`src/rtl/ccff_chain_loader.sv`:
```
// Serial loader for a configuration flip-flop chain: streams host words into the
// chain head MSB first, then recirculates the chain once to check its parity.
module ccff_chain_loader #(
  parameter int CHAIN_LEN = 16,
  parameter int WORD_W    = 8
) (
  input  logic              prog_clk,
  input  logic              prog_reset,
  input  logic              start,
  input  logic              abort,
  input  logic [WORD_W-1:0] cfg_data,
  input  logic              cfg_valid,
  output logic              cfg_ready,
  output logic              ccff_head,
  output logic              ccff_shift_en,
  input  logic              ccff_tail,
  output logic              busy,
  output logic              done,
  output logic              err
);

  localparam int CNT_W  = $clog2(CHAIN_LEN + 1);
  localparam int WCNT_W = $clog2(WORD_W + 1);

  localparam logic [CNT_W-1:0]  LEN_C  = CNT_W'(CHAIN_LEN);
  localparam logic [CNT_W-1:0]  LAST_C = CNT_W'(CHAIN_LEN - 1);
  localparam logic [CNT_W-1:0]  ONE_C  = CNT_W'(1);
  localparam logic [WCNT_W-1:0] WORD_C = WCNT_W'(WORD_W);
  localparam logic [WCNT_W-1:0] ONE_W  = WCNT_W'(1);

  typedef enum logic [1:0] {
    S_IDLE,
    S_LOAD,
    S_VERIFY,
    S_DONE
  } state_e;

  state_e              state_q, state_d;
  logic [WORD_W-1:0]   word_q, word_d;
  logic [WCNT_W-1:0]   wcnt_q, wcnt_d;       // valid bits left in word_q
  logic [CNT_W-1:0]    bit_cnt_q, bit_cnt_d;
  logic [CNT_W-1:0]    ver_cnt_q, ver_cnt_d;
  logic                load_par_q, load_par_d;
  logic                tail_par_q, tail_par_d;
  logic                done_q, done_d;
  logic                err_q, err_d;

  logic                word_empty;
  logic [CNT_W-1:0]    bit_cnt_inc;

  assign word_empty  = (wcnt_q == '0);
  assign bit_cnt_inc = bit_cnt_q + ONE_C;

  // NOTE: non-blocking assignments here so every register samples the pre-edge
  // values; blocking would let later statements see already-updated state.
  always_ff @(posedge prog_clk or negedge prog_reset) begin
    if (!prog_reset) begin
      state_q    <= S_IDLE;
      word_q     <= '0;
      wcnt_q     <= '0;
      bit_cnt_q  <= '0;
      ver_cnt_q  <= '0;
      load_par_q <= 1'b0;
      tail_par_q <= 1'b0;
      done_q     <= 1'b0;
      err_q      <= 1'b0;
    end else begin
      state_q    <= state_d;
      word_q     <= word_d;
      wcnt_q     <= wcnt_d;
      bit_cnt_q  <= bit_cnt_d;
      ver_cnt_q  <= ver_cnt_d;
      load_par_q <= load_par_d;
      tail_par_q <= tail_par_d;
      done_q     <= done_d;
      err_q      <= err_d;
    end
  end

  always_comb begin
    // NOTE: every output of this block gets a default first, so no path through
    // the case statement can leave a signal unassigned and infer a latch.
    state_d       = state_q;
    word_d        = word_q;
    wcnt_d        = wcnt_q;
    bit_cnt_d     = bit_cnt_q;
    ver_cnt_d     = ver_cnt_q;
    load_par_d    = load_par_q;
    tail_par_d    = tail_par_q;
    done_d        = done_q;
    err_d         = err_q;
    cfg_ready     = 1'b0;
    ccff_head     = 1'b0;
    ccff_shift_en = 1'b0;

    unique case (state_q)
      S_IDLE, S_DONE: begin
        if (abort) begin
          state_d = S_IDLE;
        end else if (start) begin
          state_d    = S_LOAD;
          done_d     = 1'b0;
          err_d      = 1'b0;
          bit_cnt_d  = '0;
          ver_cnt_d  = '0;
          load_par_d = 1'b0;
          tail_par_d = 1'b0;
          wcnt_d     = '0;
        end
      end

      S_LOAD: begin
        // Refill on the last bit's cycle as well, so a streaming host sees no bubbles.
        cfg_ready = word_empty || ((wcnt_q == ONE_W) && (bit_cnt_inc < LEN_C));
        if (!word_empty) begin
          ccff_shift_en = 1'b1;
          ccff_head     = word_q[WORD_W-1];
          word_d        = word_q << 1;
          wcnt_d        = wcnt_q - ONE_W;
          bit_cnt_d     = bit_cnt_inc;
          load_par_d    = load_par_q ^ word_q[WORD_W-1];
        end
        if (cfg_valid && cfg_ready) begin
          word_d = cfg_data;
          wcnt_d = WORD_C;
        end
        if (bit_cnt_d == LEN_C) begin
          state_d = S_VERIFY;
          wcnt_d  = '0;
        end
        if (abort) begin
          state_d = S_IDLE;
          wcnt_d  = '0;
          done_d  = 1'b0;
        end
      end

      S_VERIFY: begin
        ccff_shift_en = 1'b1;
        ccff_head     = ccff_tail;
        tail_par_d    = tail_par_q ^ ccff_tail;
        ver_cnt_d     = ver_cnt_q + ONE_C;
        if (ver_cnt_q == LAST_C) begin
          state_d = S_DONE;
          done_d  = 1'b1;
          err_d   = load_par_q ^ tail_par_d;
        end
        if (abort) begin
          state_d = S_IDLE;
          done_d  = 1'b0;
          err_d   = err_q;
        end
      end

      default: state_d = S_IDLE;
    endcase
  end

  assign busy = (state_q == S_LOAD) || (state_q == S_VERIFY);
  assign done = done_q;
  assign err  = err_q;

endmodule

```
`config.mk`:
```
export PLATFORM = sky130hd
export DESIGN_NAME = ccff_chain_loader
export DESIGN_NICKNAME = d
export VERILOG_FILES = /design/src/rtl/ccff_chain_loader.sv
export SDC_FILE = /design/constraint.sdc
export NUM_CORES = 1
export LEC_CHECK = 0
export ABC_AREA = 1
export CORE_UTILIZATION = 50
export CTS_BUF_LIST = sky130_fd_sc_hd__clkbuf_16
export CTS_CLUSTER_DIAMETER = 200
export DETAILED_ROUTE_END_ITERATION = 8
export GPL_ROUTABILITY_DRIVEN = 0
export GPL_TIMING_DRIVEN = 0
export PLACE_DENSITY = 0.77
export SYNTH_ARGS = -nofsm -noshare
export SYNTH_HDL_FRONTEND = slang
export SYNTH_SLANG_ARGS = --single-unit
```
`constraint.sdc`:
```
create_clock -name prog_clk -period 1.84 [get_ports prog_clk]
set_clock_uncertainty 0.2 [all_clocks]
set_input_delay 0.368 -clock prog_clk [delete_from_list [all_inputs] [get_ports prog_clk]]
set_output_delay 0.368 -clock prog_clk [all_outputs]
set_load 0.01 [all_outputs]
```
======== Word level (Yosys, flattened, before mapping) ========
Index checks and enable logic that the tools add are counted.
storage, ports and cells
  bits in registers ....................... 28
  input bits .............................. 14
  output and inout port bits .............. 6
  word-level logic and storage cells ...... 89
operators by class
  $add $sub $neg .......................... 3
  $lt $le $gt $ge ......................... 1
  equal/unequal tests ..................... 17
  multiplexer cells ....................... 39
  bitwise gates (word level) .............. 3
  reductions and logical operators ........ 17
operators by type and width
  kind                                                  count
  two-way mux 4 bit                                     6
  two-way mux 5 bit                                     4
  case mux 5 bit (2 select lines)                       2
  two-way mux 8 bit                                     2
  two-way mux 2 bit                                     6
  inequality test 2 bit (second input constant)         6
  AND reduction 4 bit                                   3
  two-way mux 1 bit                                     11
  adder 5 x 1 -> 5 bit (second input constant)          2
  case mux 1 bit (2 select lines)                       5
  inequality test 3 bit (second input constant)         3
  AND reduction 3 bit                                   3
  case mux 4 bit (2 select lines)                       1
  case mux 2 bit (3 select lines)                       1
  equality test 5 x 4 -> 1 bit (second input constant)  1
  equality test 5 bit (second input constant)           1
  less-than comparator 5 bit (second input constant)    1
  inequality test 5 bit (second input constant)         1
  AND reduction 5 bit                                   1
  equality test 2 bit (second input constant)           2
  equality test 4 x 1 -> 1 bit (second input constant)  1
  logical NOT 4 bit                                     1
  nonzero test 2 bit                                    2
  subtractor 4 x 1 -> 4 bit (second input constant)     1
  9 further kinds                                       13

======== Logic depth before layout (Yosys ltp) ========
Gate-level depths: netlist of the first run.
  depth in word-level cells ............... 9
  gate-level depth with buffers ........... 12
  mapped depth without buffers ............ 12

======== Least setup slack after synthesis of the first run ========
OpenSTA, ideal clock, no wires.
  path type ............................... register -> register
  from .................................... register wcnt_q[0]
  to ...................................... register wcnt_q[2]
  setup time .............................. 0.118 ns
  data arrival time ....................... 1.512 ns
  data required time ...................... 1.522 ns
  setup slack ............................. 0.009 ns
  cell stages (with the launch flop) ...... 13
  path buffers ............................ 1
  clock period less this slack ............ 1.831 ns
  cell sequence ........................... dfrtp_1 > inv_1 > ha_1 > nand2_2 > buf_6 > nand2_4 > o21ai_2 > nor2_4 > nand3_4 > nand3_4 > nand2_4 > nand2_1 > o21ai_2
between the ends
  cells in the longest elaborated chain, start to end .. 8
  elaborated cells between the ends (all ways) .. 16
  classes of those cells .................. 1 x add/sub; 3 x eq/ne; 7 x mux; 5 x reduce/logical
RTL lines
  item                                                                               line  source
  start: declaration                                                                 40    logic [WCNT_W-1:0] wcnt_q, wcnt_d;
  start signal: assignment                                                           70    wcnt_q <= wcnt_d;
  parallel branches: the longest is 8 deep, another holds subtractor 4 x 1 -> 4 bit  --
Parallel ways; which one is timed is not known. The select of a mux whose other input is x is not followed.
A chain may end at the register's enable or synchronous reset.

======== Worst setup path in the final report of the first run ========
  from .................................... register wcnt_q[0]
  to ...................................... register wcnt_q[3]
The elaborated chain is that of the path after synthesis.

==> out/qor.txt, run 1 <==
Final max-slew violation count -> 0
Hold WC Path Type -> reg -> reg
CP bufs+invs -> 3
Clk pwr share -> 0.128
Die outline width -> 59.8 µm
Sw frac -> 0.457
Post-Syn Instances -> 203
Net Sw Power -> 2.35 mW
Syn_area_per_cell -> 8.23 µm²
Slowest CP cell -> dfrtp_1
Worst-skew pair later-pin latency -> 0.27 ns
Worst slew margin -> 0.558
Vias -> 1650
Routed vias/inst -> 5.48
R2R depth -> 11
Post-Synth Adder-Cell Area -> 0.0599
Area Growth Syn to Fin -> 44.1%
Tmin final -> 2.03 ns
First-pass GRT wire length -> 6.56 mm
Critical Path Max Stage Delay -> 0.39 ns
Flop-to-flop setup slack -> -0.19 ns
Initial core utilization -> 0.539
Largest family of logic cells by synthesized area -> simple AND/OR/NAND/NOR gates
Syn Nets -> 225
Logic pwr share -> 0.680
Synthesized area -> 1670 µm²
RSZ-0062 raised after global routing -> true
F_max -> 0.494 GHz
H-tree levels -> 1
Failing checks -> negative setup slack
Xor-xnor portion of the synthesized cell area -> 0.0367
Core area -> 3100 µm²
GRT Residual Overflow -> 0
Vias in the first global route -> 1501
CP Depth -> 11
PD cells -> 2140 nW/µm²
Distinct cell type count after synthesis -> 30
Clock Tree Buf Depth -> 2
Endpoints failing setup -> 17
Final WL -> 4.58 mm
Hold Slack -> 0.291 ns
TritonCTS Buffers -> 3
Drt drc -> 0
Initial antenna violation count -> 0
I/O Buffers -> 19
Fin. Hold Viols -> 0
DRT Pass-1 Iters -> 4
Post-Synth Simple-Gate Area -> 0.268
Hpwl dp -> 2.38 mm
Tot Pwr -> 5.15 mW
CTS tree -> done
Reg power frac -> 0.192
Nets -> 280
Num Clock Sinks -> 28
Final period utilization -> 1.10
P_int -> 2.79 mW
Total GRT Usage -> 0.246
CP Class -> reg -> reg
DRT antenna net count -> 0
Status -> complete, but fails checks
Synth top area cells -> dfrtp_1 (42%), nand2_1 (11%), ha_1 (6.0%)
Worst-path cell chain -> inv_2 > ha_4 > nand2_2 > buf_8 > buf_4 > a21oi_2 > nand3_4 > nand3_4 > nand2_8 > nand2_1 > nand2_1
Number of DRC violations after detailed-routing iteration 0 -> 129
Chip height -> 59.8 µm
CP required -> 1.80 ns
Max Cap Viol -> 0
Number of cell rows -> 20
Synth Warn # -> 0
Share of post-route cells with drive strength above 1 -> 0.350
Peak supply drop -> 1.07 mV
Worst Setup Start Kind -> flip-flop
Lkg Pwr -> 1.06 nW
Worst-Margin Slew -> 0.663 ns
Reg clk slew, reported paths -> 0.07 ns
Largest net degree at the start of global routing -> 29
Hold Path Depth -> 2
Die area -> 3580 µm²
Worst Slack Setup Final -> -0.185 ns
Crit-path max FO -> 7
FF+latch count, synth -> 28
Synth top area share -> 0.419
Post-synth top area cell -> dfrtp_1
Diode count -> 0
Synthesized-area fraction occupied by ao, oa, aoi and oai cells -> 0.146
Critical Path AT -> 1.99 ns
Avg WL per Cell -> 15.2 µm
Mux cell area share after synthesis -> 0.00599
Root buffer cell -> clkbuf_16
Crit. End Element -> flip-flop
Sequential element share of the synthesized area -> 0.419
Ports -> 20
CP top delay family -> simple AND/OR/NAND/NOR gates
==> per-stage QoR <==
stage / std cells / setup TNS, ns / area [µm²] / worst slack [ns] / utilization
detailed placement: 266 / -14.19 / 1920 / -0.503 / 0.618
global placement: 266 / -14.26 / 1920 / -0.504 / 0.618
floorplan: 203 / 0 / 1670 / 0.00942 / -
finish: 301 / -1.85 / 2410 / -0.185 / 0.776
global route: 301 / -3.25 / 2410 / -0.253 / 0.776
CTS: 288 / -1.12 / 2230 / -0.181 / 0.717
==> Yosys cell counts, drive strengths merged <==
| master | count |
|---|---|
| nand2 | 56 |
| dfrtp | 28 |
| inv | 22 |
| o21ai | 20 |
| nor2 | 19 |
| nand3 | 12 |
| ha | 8 |
| a21oi | 7 |
| a31oi | 7 |
| xor2 | 5 |
| nand4 | 4 |
| buf | 3 |
| o22ai | 3 |
| o31ai | 2 |
| xnor2 | 2 |
| clkinv | 1 |
| mux2i | 1 |
| nor3 | 1 |
| o221ai | 1 |
| or2 | 1 |
==> final timing paths <==
check / startpoint / endpoint
max: wcnt_q[0] / wcnt_q[3]
min: done / done
max reg2reg: wcnt_q[0] / wcnt_q[3]
min reg2reg: done / done
max in group asynchronous: prog_reset / wcnt_q[2]
min in group asynchronous: prog_reset / bit_cnt_q[2]
==> timing repair <==
| action | CTS | global route |
|---|---|---|
| pin swaps | 9 | 7 |
| resized for setup | 37 | 25 |
| endpoints found under the hold margin | 0 | 28 |
| endpoints found under the setup margin | 21 | 25 |
| hold buffers | 0 | 1 |
| setup buffers | 18 | 12 |
==> sequential cells by signal (all words and copies together) (netlist names) <==
name	flops
state_q	2
wcnt_q	4
tail_par_q	1
bit_cnt_q	5
err	1
ver_cnt_q	5
load_par_q	1
done	1
word_q	8
==> cell usage in the layout, fill, tap and decap left out, types with 3 or more instances in the layout <==
cell             count
o21ai_0              8
nand4_1              4
buf_4               31
nand2_1             45
inv_2                7
nor2_4               4
nand2_4              3
inv_1               15
xor2_1               4
o21ai_1              5
nand3_1              8
buf_2                4
ha_4                 4
clkbuf_16            3
dfrtp_1             27
a21oi_2              3
clkdlybuf4s50_1     14
nor2_1              14
nand2_2              7
o21ai_2              5
o22ai_1              3
a31oi_1              7
a21oi_1              4
==> area by class of cell <==
cell class              instances  area [µm²]
plain buffers                   3        30.0
inverters                      23        90.1
repair buffers                 50         410
fillers                       212         694
clock inverters                 1        30.0
multi-input cells             149        1020
flip-flops and latches         28         702
well taps                      44        55.1
clock buffers                   3        75.1
==> logic make-up (layout without fill, tap and decap cells) <==
| group | after synthesis | after routing |
|---|---|---|
| AND/OR/NAND/NOR | 93 | 93 |
| AO/OA/AOI/OAI | 40 | 40 |
| flip-flops | 28 | 28 |
| buffers and inverters | 26 | 80 |
| adder cells (fa/ha/maj) | 8 | 8 |
| XOR/XNOR | 7 | 7 |
| multiplexers | 1 | 1 |
==> power groups by stage <==
stage	logic [mW]	clock network, mW	registers [mW]
5_1_grt	3.76	0.686	1.01
6_report	3.50	0.659	0.986
2_1_floorplan	1.78	0	0.958
3_3_place_gp	2.24	0	0.980
3_5_place_dp	2.28	0	0.985
4_1_cts	2.86	0.655	0.984
==> worst reg2reg max path: stages (launching register included) <==
cell	delay, ns
dfrtp_1	0.39
inv_2	0.10
ha_4	0.15
nand2_2	0.07
buf_8	0.14
buf_4	0.15
a21oi_2	0.22
nand3_4	0.16
nand3_4	0.13
nand2_8	0.08
nand2_1	0.06
nand2_1	0.05
==> metal layers <==
| metal | track usage | wire (µm) |
|---|---|---|
| met5 | 0 | 0 |
| met2 | 0.421 | 2350 |
| met4 | 0.0764 | 99 |
| met1 | 0.321 | 1930 |
| met3 | 0.0303 | 194 |
Note: power is estimated with default switching activity, not from simulation.
==> run 2, diff against run 1 <==
--- a/config.mk
+++ b/config.mk
@@ -6,13 +6,15 @@
 export NUM_CORES = 1
 export LEC_CHECK = 0
 export ABC_AREA = 1
-export CORE_UTILIZATION = 50
+export ABC_CLOCK_PERIOD_IN_PS = 1840
+export CORE_UTILIZATION = 30
 export CTS_BUF_LIST = sky130_fd_sc_hd__clkbuf_16
 export CTS_CLUSTER_DIAMETER = 200
 export DETAILED_ROUTE_END_ITERATION = 8
 export GPL_ROUTABILITY_DRIVEN = 0
 export GPL_TIMING_DRIVEN = 0
-export PLACE_DENSITY = 0.77
+export MAX_ROUTING_LAYER = met4
+export PLACE_DENSITY = 0.51
 export SYNTH_ARGS = -nofsm -noshare
 export SYNTH_HDL_FRONTEND = slang
 export SYNTH_SLANG_ARGS = --single-unit
==> run 2 against run 1 <==
- the run still ends with negative setup slack left
- register-to-register slack better by 0.11 ns
- hold slack better by 0.023 ns
- count of clock-buffer cells in the layout unchanged
- sequential cell count unchanged
- fmax up 1.7%
- combinational power up 18%
- global-route usage down 9.4 points
- total power up 9.5%
- critical path type is now reg -> out
- critical endpoint is now cfg_ready
- largest power group unchanged
==> out/qor.txt, run 2 (synthesis gave the netlist of run 1 again) <==
Crit-path max FO -> 3 (-4)
CP Class -> reg -> out
Core area -> 5240 µm² (+69%)
CTS tree -> done
Area Growth Syn to Fin -> 56.9%
Final max-slew violation count -> 0 (unchanged)
Nets -> 285 (+1.8%)
Max FFs per register -> 8 (unchanged)
Beginning of the worst hold path -> done
DRT Pass-1 Iters -> 4 (unchanged)
Total GRT Usage -> 0.152 (-0.0939)
Hpwl dp -> 2.61 mm (+9.4%)
WL met1 -> 2.12 mm (+9.4%)
GRT Residual Overflow -> 0 (unchanged)
Metal2 WL -> 2.05 mm (-13%)
Commonest non-fill, non-tap cells in the layout -> nand2_1 (41), buf_4 (31), dfrtp_1 (26), inv_1 (16), clkdlybuf4s50_1 (13)
Worst Slack Setup Final -> -0.152 ns (+0.0337 ns)
Max Cap Viol -> 0 (unchanged)
Root buffer cell -> clkbuf_16
RSZ-0062 raised after global routing -> true
Final WL -> 4.28 mm (-6.5%)
Num Clock Sinks -> 28 (unchanged)
Biggest regs -> word_q: 8 flops, bit_cnt_q: 5 flops, ver_cnt_q: 5 flops
Number of DRC violations after detailed-routing iteration 0 -> 61 (-53%)
Slowest CP cell -> dfrtp_1
Routed length on met3 -> 91 µm (-53%)
Drt drc -> 0 (unchanged)
Reg-to-Reg End -> wcnt_q[0]
Critical Path AT -> 1.42 ns (-0.57 ns)
Routed vias/inst -> 4.69 (-14%)
Ports -> 20 (unchanged)
Chip height -> 76.6 µm (+28%)
Hold Slack -> 0.314 ns (+0.0234 ns)
F_max -> 0.502 GHz (+1.7%)
Hold EP -> done
Critical Path Max Stage Delay -> 0.42 ns (+0.03 ns)
Endpoints failing setup -> 10 (-7)
Tmin final -> 1.99 ns (-0.0337 ns)
Worst Setup Start Kind -> flip-flop
Failing checks -> negative setup slack
CP dominant cell by count -> nand3_2
Fin. Hold Viols -> 0 (unchanged)
Commonest non-fill, non-tap cell in the layout -> nand2_1
Avg WL per Cell -> 12.9 µm (-15%)
Lkg Pwr -> 1.13 nW (+6.1%)
Worst-skew pair later-pin latency -> 0.26 ns (about the same)
Largest net degree at the start of global routing -> 29 (unchanged)
Tot Pwr -> 5.64 mW (+9.5%)
TritonCTS Buffers -> 3 (unchanged)
Peak supply drop -> 0.770 mV (-28%)
Uppermost layer routed -> met4
Diode count -> 0 (unchanged)
Status -> complete, but fails checks
Top reg by flops -> word_q
PD cells -> 2150 nW/µm² (+0.57%)
Initial core utilization -> 0.319 (-0.220)
Launch point of the worst reg-to-reg path -> wcnt_q[3]
R2R depth -> 12 (+1)
Vias in the first global route -> 1443 (-3.9%)
Worst-path cell chain -> ha_4 > nand3_2 > nand2_1 > nand2_2 > nand3_2 > a21oi_2 > buf_2
Die outline width -> 76.6 µm (+28%)
DRT antenna net count -> 0 (unchanged)
Hold Path Depth -> 2 (unchanged)
Worst-Margin Slew -> 0.658 ns (-0.00439 ns)
Worst slew margin -> 0.561 (+0.00293)
Crit. End Element -> output pin
Number of cell rows -> 26 (+30%)
Flop-to-flop setup slack -> -0.08 ns (+0.11 ns)
Share of post-route cells with drive strength above 1 -> 0.427 (+0.0773)
First-pass GRT wire length -> 6.97 mm (+6.2%)
# placed instances -> 292 (+9.8%)
Final period utilization -> 1.08 (-0.0183)
I/O Buffers -> 19 (unchanged)
Clock Tree Buf Depth -> 2 (unchanged)
Die area -> 5870 µm² (+64%)
Vias -> 1558 (-5.6%)
H-tree levels -> 1 (unchanged)
Final Non-Filler Cells -> 332 (+10%)
Reg clk slew, reported paths -> 0.07 ns (about the same)
CP required -> 1.27 ns (-0.53 ns)
Hold WC Path Type -> reg -> reg
Initial antenna violation count -> 0 (unchanged)
[run 2: what timing repair did]
action / 4_1_cts / 5_1_grt
setup endpoints to repair: 50 / 24
gates resized for setup: 45 / 42
hold buffers: 0 / 1
setup buffers: 25 / 10
pin swaps: 7 / 16
endpoints found under the hold margin: 0 / 28
gates cloned: 0 / 1
[run 2: power by group]
| part | total (mW) | internal [mW] | switching (mW) |
|---|---|---|---|
| logic | 4.12 | 2.00 | 2.12 |
| clock network | 0.499 | 0.291 | 0.208 |
| registers | 1.02 | 0.828 | 0.188 |
[run 2: cell type report]
type | count | area (µm²)
Clock inverter | 1 | 3.75
Multi-Input combinational cell | 149 | 1130
Buffer | 2 | 26.3
Sequential cell | 28 | 703
Timing Repair Buffer | 56 | 504
Inverter | 23 | 88.8
Tap cell | 70 | 87.6
Fill cell | 487 | 2620
Clock buffer | 3 | 75.1
[run 2: through the flow]
step	worst slack, ns	setup TNS [ns]	util	instance area [µm²]
5_1_grt	-0.220	-1.94	0.501	2620
2_1_floorplan	0.00942	0	-	1670
6_report	-0.152	-0.711	0.501	2620
4_1_cts	-0.157	-0.695	0.443	2320
3_5_place_dp	-0.537	-16.04	0.372	1950
3_3_place_gp	-0.532	-18.05	0.372	1950
[run 2: metal layers]
metal	track usage	up-vias
met3	0.0251	2
met4	0.0346	0
met2	0.227	19
met1	0.214	744
li1	-	793
met5	-	-
[run 2: critical path: cells and delay by family, from the launching register on]
| family | cells | cell delay [ns] |
|---|---|---|
| buffers and inverters | 1 | 0.15 |
| and+or+nand+nor | 4 | 0.27 |
| AOI/OAI and AO/OA | 1 | 0.14 |
| DFF | 1 | 0.42 |
| adders and majority gates | 1 | 0.18 |
[run 2: worst max path at each step]
stage / from / end / slack [ns] / depth (start not counted)
2_1_floorplan: wcnt_q[0] / wcnt_q[2] / 0.009 / 12
3_3_place_gp: wcnt_q[0] / ccff_head / -0.53 / 7
3_5_place_dp: wcnt_q[0] / ccff_head / -0.54 / 7
4_1_cts: bit_cnt_q[0] / cfg_ready / -0.16 / 7
5_1_grt: bit_cnt_q[0] / cfg_ready / -0.22 / 7
6_report: bit_cnt_q[0] / cfg_ready / -0.15 / 7
